<file path="src/rtl/imem_loader_if.sv">
// Word stream in, byte writes out: the loader is master, the source/memory side is slave.
interface imem_loader_if #(
  parameter int ADDR_W = 5
);
  logic              in_valid;
  logic [31:0]       in_data;
  logic              in_ready;
  logic              mem_we;
  logic [ADDR_W-1:0] mem_addr;
  logic [7:0]        mem_wdata;

  modport master (
    input  in_valid, in_data,
    output in_ready, mem_we, mem_addr, mem_wdata
  );

  modport slave (
    output in_valid, in_data,
    input  in_ready, mem_we, mem_addr, mem_wdata
  );
endinterface

</file>
<file path="src/rtl/imem_loader.sv">
// imem_loader: loads 32-bit words big-endian into byte memory and holds the CPU; IMEM_LOADER_CHECKSUM_EN adds a word-sum port.
// Latency: 1 accept + 4 write cycles per word. Backpressure: in_ready only in ACCEPT; the source holds its word otherwise.
module imem_loader #(
  parameter int ADDR_W = 5,
  parameter int CNT_W  = 4
) (
  input  logic              clk,
  input  logic              rst_n,
  input  logic              start,
  input  logic [ADDR_W-1:0] base_addr,
  input  logic [CNT_W-1:0]  word_count,
  imem_loader_if.master     bus,
  output logic              busy,
  output logic              cpu_hold,
  output logic              done,
`ifdef IMEM_LOADER_CHECKSUM_EN
  output logic [31:0]       checksum,
`endif
  output logic              wrap_err
);

  typedef enum logic [1:0] {IDLE, ACCEPT, WRITE, DONE} state_t;

  localparam logic [ADDR_W-1:0] ADDR_TOP = '1;
  localparam logic [CNT_W-1:0]  CNT_ONE  = CNT_W'(1);

  state_t            state;
  logic [ADDR_W-1:0] ptr;
  logic [CNT_W-1:0]  cnt;
  logic [31:0]       word;
  logic [1:0]        k;
  logic              in_ready_q;
  logic              mem_we_q;
  logic [ADDR_W-1:0] mem_addr_q;
  logic [7:0]        mem_wdata_q;

  function automatic logic [7:0] byte_of(input logic [31:0] w, input logic [1:0] idx);
    return w[8*(3-idx) +: 8];
  endfunction

  assign bus.in_ready  = in_ready_q;
  assign bus.mem_we    = mem_we_q;
  assign bus.mem_addr  = mem_addr_q;
  assign bus.mem_wdata = mem_wdata_q;
  assign cpu_hold      = busy;

  always_ff @(posedge clk or negedge rst_n) begin
    if (!rst_n) begin
      state       <= IDLE;
      ptr         <= '0;
      cnt         <= '0;
      word        <= '0;
      k           <= '0;
      in_ready_q  <= 1'b0;
      mem_we_q    <= 1'b0;
      mem_addr_q  <= '0;
      mem_wdata_q <= '0;
      busy        <= 1'b0;
      done        <= 1'b0;
      wrap_err    <= 1'b0;
`ifdef IMEM_LOADER_CHECKSUM_EN
      checksum    <= '0;
`endif
    end else begin
      case (state)
        IDLE: begin
          done <= 1'b0;
          if (start) begin
            ptr      <= base_addr;
            cnt      <= word_count;
            wrap_err <= 1'b0;
            busy     <= 1'b1;
`ifdef IMEM_LOADER_CHECKSUM_EN
            checksum <= '0;
`endif
            if (word_count == '0) begin
              state <= DONE;
              done  <= 1'b1;
            end else begin
              state      <= ACCEPT;
              in_ready_q <= 1'b1;
            end
          end
        end

        // The first byte goes out on the handshake edge itself.
        ACCEPT: begin
          if (bus.in_valid) begin
            word        <= bus.in_data;
            k           <= 2'd0;
            in_ready_q  <= 1'b0;
            mem_we_q    <= 1'b1;
            mem_addr_q  <= ptr;
            mem_wdata_q <= bus.in_data[31:24];
            ptr         <= ptr + 1'b1;
            if (ptr == ADDR_TOP) wrap_err <= 1'b1;
`ifdef IMEM_LOADER_CHECKSUM_EN
            checksum    <= checksum + bus.in_data;
`endif
            state       <= WRITE;
          end
        end

        WRITE: begin
          if (k != 2'd3) begin
            k           <= k + 2'd1;
            mem_addr_q  <= ptr;
            mem_wdata_q <= byte_of(word, k + 2'd1);
            ptr         <= ptr + 1'b1;
            // Wrapping after the very last byte of the load is not an error.
            if (ptr == ADDR_TOP && !(k == 2'd2 && cnt == CNT_ONE)) wrap_err <= 1'b1;
          end else begin
            mem_we_q <= 1'b0;
            cnt      <= cnt - 1'b1;
            if (cnt == CNT_ONE) begin
              state <= DONE;
              done  <= 1'b1;
            end else begin
              state      <= ACCEPT;
              in_ready_q <= 1'b1;
            end
          end
        end

        DONE: begin
          done  <= 1'b0;
          busy  <= 1'b0;
          state <= IDLE;
        end

        default: state <= IDLE;
      endcase
    end
  end

endmodule

</file>
<file path="src/flat_wrapper.sv">
// flat-port wrapper written by rule: the top's interface ports become plain ports
module imem_loader_flat 
#(
  parameter int ADDR_W = 5,
  parameter int CNT_W  = 4
)
  (clk, rst_n, start, base_addr, word_count, busy, cpu_hold, done, wrap_err, bus_in_valid, bus_in_data, bus_in_ready, bus_mem_we, bus_mem_addr, bus_mem_wdata);
  imem_loader_if #(.ADDR_W(ADDR_W)) bus_i ();
  input  logic clk;
  input  logic rst_n;
  input  logic start;
  input  logic [ADDR_W-1:0] base_addr;
  input  logic [CNT_W-1:0] word_count;
  output logic busy;
  output logic cpu_hold;
  output logic done;
  output logic wrap_err;
  input wire logic [$bits(bus_i.in_valid)-1:0] bus_in_valid;
  input wire logic [$bits(bus_i.in_data)-1:0] bus_in_data;
  output wire logic [$bits(bus_i.in_ready)-1:0] bus_in_ready;
  output wire logic [$bits(bus_i.mem_we)-1:0] bus_mem_we;
  output wire logic [$bits(bus_i.mem_addr)-1:0] bus_mem_addr;
  output wire logic [$bits(bus_i.mem_wdata)-1:0] bus_mem_wdata;
  assign bus_i.in_valid = bus_in_valid;
  assign bus_i.in_data = bus_in_data;
  assign bus_in_ready = bus_i.in_ready;
  assign bus_mem_we = bus_i.mem_we;
  assign bus_mem_addr = bus_i.mem_addr;
  assign bus_mem_wdata = bus_i.mem_wdata;
  imem_loader #(.ADDR_W(ADDR_W), .CNT_W(CNT_W)) u_core (.clk(clk), .rst_n(rst_n), .start(start), .base_addr(base_addr), .word_count(word_count), .bus(bus_i), .busy(busy), .cpu_hold(cpu_hold), .done(done), .wrap_err(wrap_err));
endmodule
</file>
<file path="config.mk">
export PLATFORM = sky130hd
export DESIGN_NAME = imem_loader_flat
export DESIGN_NICKNAME = d
export VERILOG_FILES = /design/src/rtl/imem_loader_if.sv /design/src/rtl/imem_loader.sv /design/src/flat_wrapper.sv
export SDC_FILE = /design/constraint.sdc
export NUM_CORES = 1
export LEC_CHECK = 0
export ABC_AREA = 0
export BUFFER_PORTS_ARGS = -buffer_cell sky130_fd_sc_hd__buf_4
export CAP_MARGIN = 20
export CORE_MARGIN = 2
export CORE_UTILIZATION = 59
export DETAILED_ROUTE_END_ITERATION = 6
export PLACE_DENSITY = 0.88
export SLEW_MARGIN = 10
export SYNTH_ARGS = -nofsm -noshare
export SYNTH_HDL_FRONTEND = slang
export SYNTH_SLANG_ARGS = --single-unit
export TNS_END_PERCENT = 10
</file>
<file path="constraint.sdc">
create_clock -name clk -period 3.45 [get_ports clk]
set_clock_uncertainty 0.15 [all_clocks]
set_input_delay 0 -clock clk [delete_from_list [all_inputs] [get_ports clk]]
set_output_delay 0 -clock clk [all_outputs]
set_load 0.02 [all_outputs]
</file>
# --- Yosys cells after proc, flatten, opt, wreduce, memory -nomap -nowiden ---
# Index checks and enable logic that the tools add are counted.
totals:
  regBits: 63
  inputBits: 45
  output_inout_bits: 19
classes:
  n_addsub: 4
  n_eq_ne: 16
  shift: 1
  mux: 44
  reduce_logical: 20
ops:
  columns: ["op", "count"]
  rows:
  - ["$shiftx 32x33->8", 1]
  - ["$mux 5", 5]
  - ["$mux 1", 17]
  - ["$mux 8", 2]
  - ["$pmux 8 s2", 1]
  - ["$pmux 5 s3", 1]
  - ["$reduce_and 3->1", 5]
  - ["$mux 2", 7]
  - ["$ne 2x2->1 const B", 6]
  - ["$reduce_and 6->1", 2]
  - ["$pmux 5 s2", 1]
  - ["$pmux 1 s3", 3]
  - ["$mux 4", 2]
  - ["$ne 2x1->1 const B", 4]
  - ["$pmux 2 s4", 1]
  - ["$pmux 4 s2", 1]
  - ["$eq 2x2->1 const B", 3]
  - ["$reduce_bool 2->1", 3]
  - ["$reduce_bool 3->1", 2]
  - ["$add 5x1->5 const B", 1]
  - ["$eq 5x5->1 const B", 1]
  - ["$eq 4x1->1 const B", 1]
  - ["$logic_not 4->1", 1]
  - ["$pmux 1 s2", 2]
  - ["10 further kinds", 12]

# --- Logic depth before layout (Yosys ltp) ---
logic_depth:
  ltp_word: 7
  ltp_mapped: 8

# --- Worst setup path before layout ---
# Ideal clock, no wire load.
synth_timing:
  kind: "reg2reg"
  startpoint: "register u_core.k[0]"
  endpoint: "register u_core.mem_wdata_q[7], in the netlist u_core.bus.mem_wdata[7]"
  setup_ps: 137
  arrival_ps: 1821
  t_required_ps: 3163
  slack_ps: 1342
  stages_incl_launch_ff: 8
  period_less_slack_ps: 2108
  cell_sequence: "dfrtp_1 -> buf_2 -> inv_1 -> ha_1 -> clkbuf_1 -> mux4_2 -> mux2i_1 -> a21oi_1"
synth_via:
  elab_chain_cells: 5
  elab_cells_between_ends: 8
  cone_classes: "2 x add/sub; 2 x eq/ne; 1 x shift; 2 x mux; 1 x reduce/logical"
synth_rtl:
  columns: ["element", "line", "rtl"]
  rows:
  - ["start, declared", "imem_loader.sv:31", "logic [1:0] k;"]
  - ["start signal, assigned", "imem_loader.sv:106", "k <= k + 2'd1;"]
  - ["$add 2x1->2", "imem_loader.sv:108", "mem_wdata_q <= byte_of(word, k + 2'd1);"]
  - ["$sub 2x2->3", "imem_loader.sv:38", "return w[8*(3-idx) +: 8];"]
  - ["$shiftx 32x33->8", "imem_loader.sv:38", null]
  - ["$mux 8", "imem_loader.sv:105", "if (k != 2'd3) begin"]
  - ["$pmux 8 s2", "imem_loader.sv:65", "case (state)"]
  - ["end signal, assigned", "imem_loader.sv:94", "mem_wdata_q <= bus.in_data[31:24];"]
  - ["end signal, assigned", "imem_loader.sv:108", null]
  - ["end, declared", "imem_loader.sv:35", "logic [7:0] mem_wdata_q;"]
# Several ways; a longest one is shown, not always the timed one. The select of a mux whose other input is x is not followed.
# A chain may end at the register's enable or synchronous reset.

# --- Final worst setup path ---
layout_timing:
  startpoint: "register u_core.state[1]"
  endpoint: "register u_core.wrap_err"
layout_via:
  elab_chain_cells: 3
  elab_cells_between_ends: 11
  cone_classes: "7 x eq/ne; 1 x mux; 3 x reduce/logical"
layout_rtl:
  columns: ["element", "line", "rtl"]
  rows:
  - ["start, declared", "imem_loader.sv:27", "state_t state;"]
  - ["start signal, assigned", "imem_loader.sv:49", "state <= IDLE;"]
  - ["start signal, assigned", "imem_loader.sv:77", "state <= DONE;"]
  - ["start signal, assigned", "imem_loader.sv:80", "state <= ACCEPT;"]
  - ["$eq 2x2->1 (tied with other cells)", "imem_loader.sv:65", null]
  - ["$ne 2x1->1 (no line) (tied with other cells)", null, null]
  - ["$reduce_and 6->1 (no line)", null, null]
  - ["end signal, assigned", "imem_loader.sv:60", "wrap_err <= 1'b0;"]
  - ["end signal, assigned", "imem_loader.sv:71", "wrap_err <= 1'b0;"]
  - ["end signal, assigned", "imem_loader.sv:96", "if (ptr == ADDR_TOP) wrap_err <= 1'b1;"]
  - ["end, declared", "imem_loader.sv:19", "output logic wrap_err"]
# Several ways; a longest one is shown, not always the timed one.

==> results.ini <==
[floorplan]
core_area_um2 = 5110
die_h_um = 76.5
die_x_um = 76.5
start_util = 0.608
io_pins = 64
fp-row-count = 26
dieArea_um2 = 5860

[placed_design]
place_area_um2 = 3630
dp_hpwl_um = 4540
placedCellCount = 375
io_buffers = 63
gp_congestion = 0.797
dp_slack_ns = 1.22

[clock_tree]
cts_setup_buffers = 0
cts-root-buf = clkbuf_8
post_cts_resized = 0
clk_latency_ns = 0.34
numCtsBuffers = 9
cts_tree = built
clockBufferDepth = 2
clk_pin_slew_ns = 0.07
htree_num_levels = 3
cts.sink_count = 63

[logic_synthesis]
synth-async-reset-ratio = 1.00
synthCells = 251
synth-xor-area-share = 0
synth_top_family_by_area = multiplexers
synthTopCellsByArea = dfrtp_1 (51%), mux2_2 (14%), mux4_2 (5.8%)
synth_common_cells = dfrtp_1 (63), mux2_2 (38), a21oi_1 (20)
yosys.cell_types.count = 37
syn_nets = 307
synth_flop_cell = dfrtp_1
netlist.area_leader.share = 0.508
syn_area_per_cell_um2 = 12.4
seq_area_frac_synth = 0.508
synth_edf_count = 0
synth.area.mux_share = 0.240
synth_simple_gate_area_frac = 0.0754
synth_fa_ha_area_frac = 0.0444
ys_warn_count = 0
ys_seq_elements = 63
synth_area_um2 = 3100
synthMostInstantiatedCell = dfrtp_1
synth_top_area_cell = dfrtp_1
synth_compound_area_frac = 0.100

[drt]
totalWireLength_um = 7670
drtAntennaViolNets = 0
avgViaCountPerCell = 5.69
dr.pass1.iters = 4
drc = 0
wire_per_inst_um = 17.7
vias = 2464
drt_iter0_markers = 191

[layout]
syn_to_final_growth_pct = 36.6
nNetsFinal = 416
drive_gt1_frac = 0.372
fin_util = 0.830
postLayoutCellArea_um2 = 4240
final_cell_count_no_fill = 433
antenna_cells = 0

[sta]
max_freq_mhz = 441
maxSlewViolCount = 0
timing_hold_violations_final = 0
worst_slew_pin_slew_ns = 0.772
max_slew_margin = 0.485
fin_tns_setup_ns = 0
setup_violations = 0
period_needed_ns = 2.27
whs_ns = 0.138
rsz0062_at_grt = false
min_period_over_period = 0.657
fin_ws_ns = 1.18

[setup_path]
r2r-start = u_core.state[1]
worstPathRequired_ns = 3.53
r2r_slack_ns = 1.18
cpMaxStageDelayCell = a2111oi_4
worstRegToRegCells = 6
arrival_ns = 2.35
critPathMaxFanout = 7
r2r_end = u_core.wrap_err
slowest_delay_ns = 0.50
cp-end-kind = flop
criticalPathCategory = reg2reg
startpoint_type = flop
crit_chain = inv_1, ha_1, nor2b_4, a2111oi_4, o211ai_2, mux2_4

[hold_path]
min_path_type = in2async

[outcome]
status = completed

[grt]
overflow = 0
grt_start_max_net_pins = 64
grt_usage = 0.286
grt_pass1_wl_um = 12900
first_global_vias = 2643
grt_antenna_before_repair = 0

[power_and_ir_drop]
vdd_drop_max_uv = 586
power_mw = 3.72
powerDensity_nw_per_um2 = 877
leakage_nw = 1.88

[flow_run]
max_cap_viol_count = 0

-- final cells by class --
| class | count | area (um^2) |
|---|---|---|
| clock inverters | 1 | 5.00 |
| inverters | 8 | 30.0 |
| well taps | 70 | 87.6 |
| repair buffers | 112 | 951 |
| fillers | 262 | 868 |
| multi-input cells | 166 | 1430 |
| flip-flops and latches | 63 | 1580 |
| clock buffers | 13 | 159 |
-- logic make-up after synthesis --
kind of cell             count (synthesis)
flip-flops                              63
adder cells (fa/ha/maj)                 11
AND/OR/NAND/NOR                         46
AO/OA/AOI/OAI                           50
buffers and inverters                   22
multiplexers                            59
-- power breakdown --
group / total, mW / switching (mW) / internal, mW
logic: 1.79 / 0.877 / 0.909
registers: 1.37 / 0.256 / 1.11
clock network: 0.562 / 0.271 / 0.291
-- cells in the final DEF (no fill, tap or decap), types with 2 or more instances in the layout --
master and n:
nor3_1 4, nor2_1 13, a31oi_1 2, ha_1 11, and3_1 2, mux4_2 8, inv_1 8, nand2_1 11
clkbuf_1 2, mux2_2 38, clkbuf_8 11, buf_4 68, nand3_1 4, o211ai_1 2, nand2b_1 3, mux2i_1 12
nor2b_1 2, dfrtp_1 63, dlygate4sd3_1 44, o21ai_0 19, a21oi_1 19
-- flip-flops by register name, indices dropped and copies added, names as in the netlist, 2 cells and up --
signal,count
u_core.bus.mem_addr,5
u_core.bus.mem_wdata,8
u_core.cnt,4
u_core.k,2
u_core.ptr,5
u_core.state,2
u_core.word,32
-- layer usage --
metal | global-route usage | wire length, um
met1 | 0.351 | 3150
met3 | 0.0853 | 340
met2 | 0.480 | 4000
met5 | 0 | 0
met4 | 0.104 | 175
-- worst max path at each step --
stage | startpoint | to | slack (ns) | depth (start not counted)
5_1_grt | u_core.state[1] | u_core.bus.mem_addr[2] | 1.04 | 6
6_report | u_core.state[1] | u_core.wrap_err | 1.18 | 6
3_3_place_gp | u_core.state[1] | u_core.wrap_err | 1.32 | 6
3_5_place_dp | u_core.state[1] | u_core.wrap_err | 1.22 | 6
4_1_cts | u_core.state[1] | u_core.wrap_err | 1.22 | 6
2_1_floorplan | u_core.k[0] | u_core.bus.mem_wdata[7] | 1.34 | 7
-- worst max-delay path, delay by kind of cell (launching register included) --
family	cells	cell delay, ns
buffers and inverters	1	0.12
and+or+nand+nor	1	0.20
AOI/OAI and AO/OA	2	0.68
adders and majority gates	1	0.30
muxes	1	0.32
DFF	1	0.39
-- timing repair --
item	4_1_cts	5_1_grt
hold buffers	44	0
setup endpoints to repair	0	0
hold endpoints to repair	117	0
No activity file was read; power rests on OpenSTA's default activity.
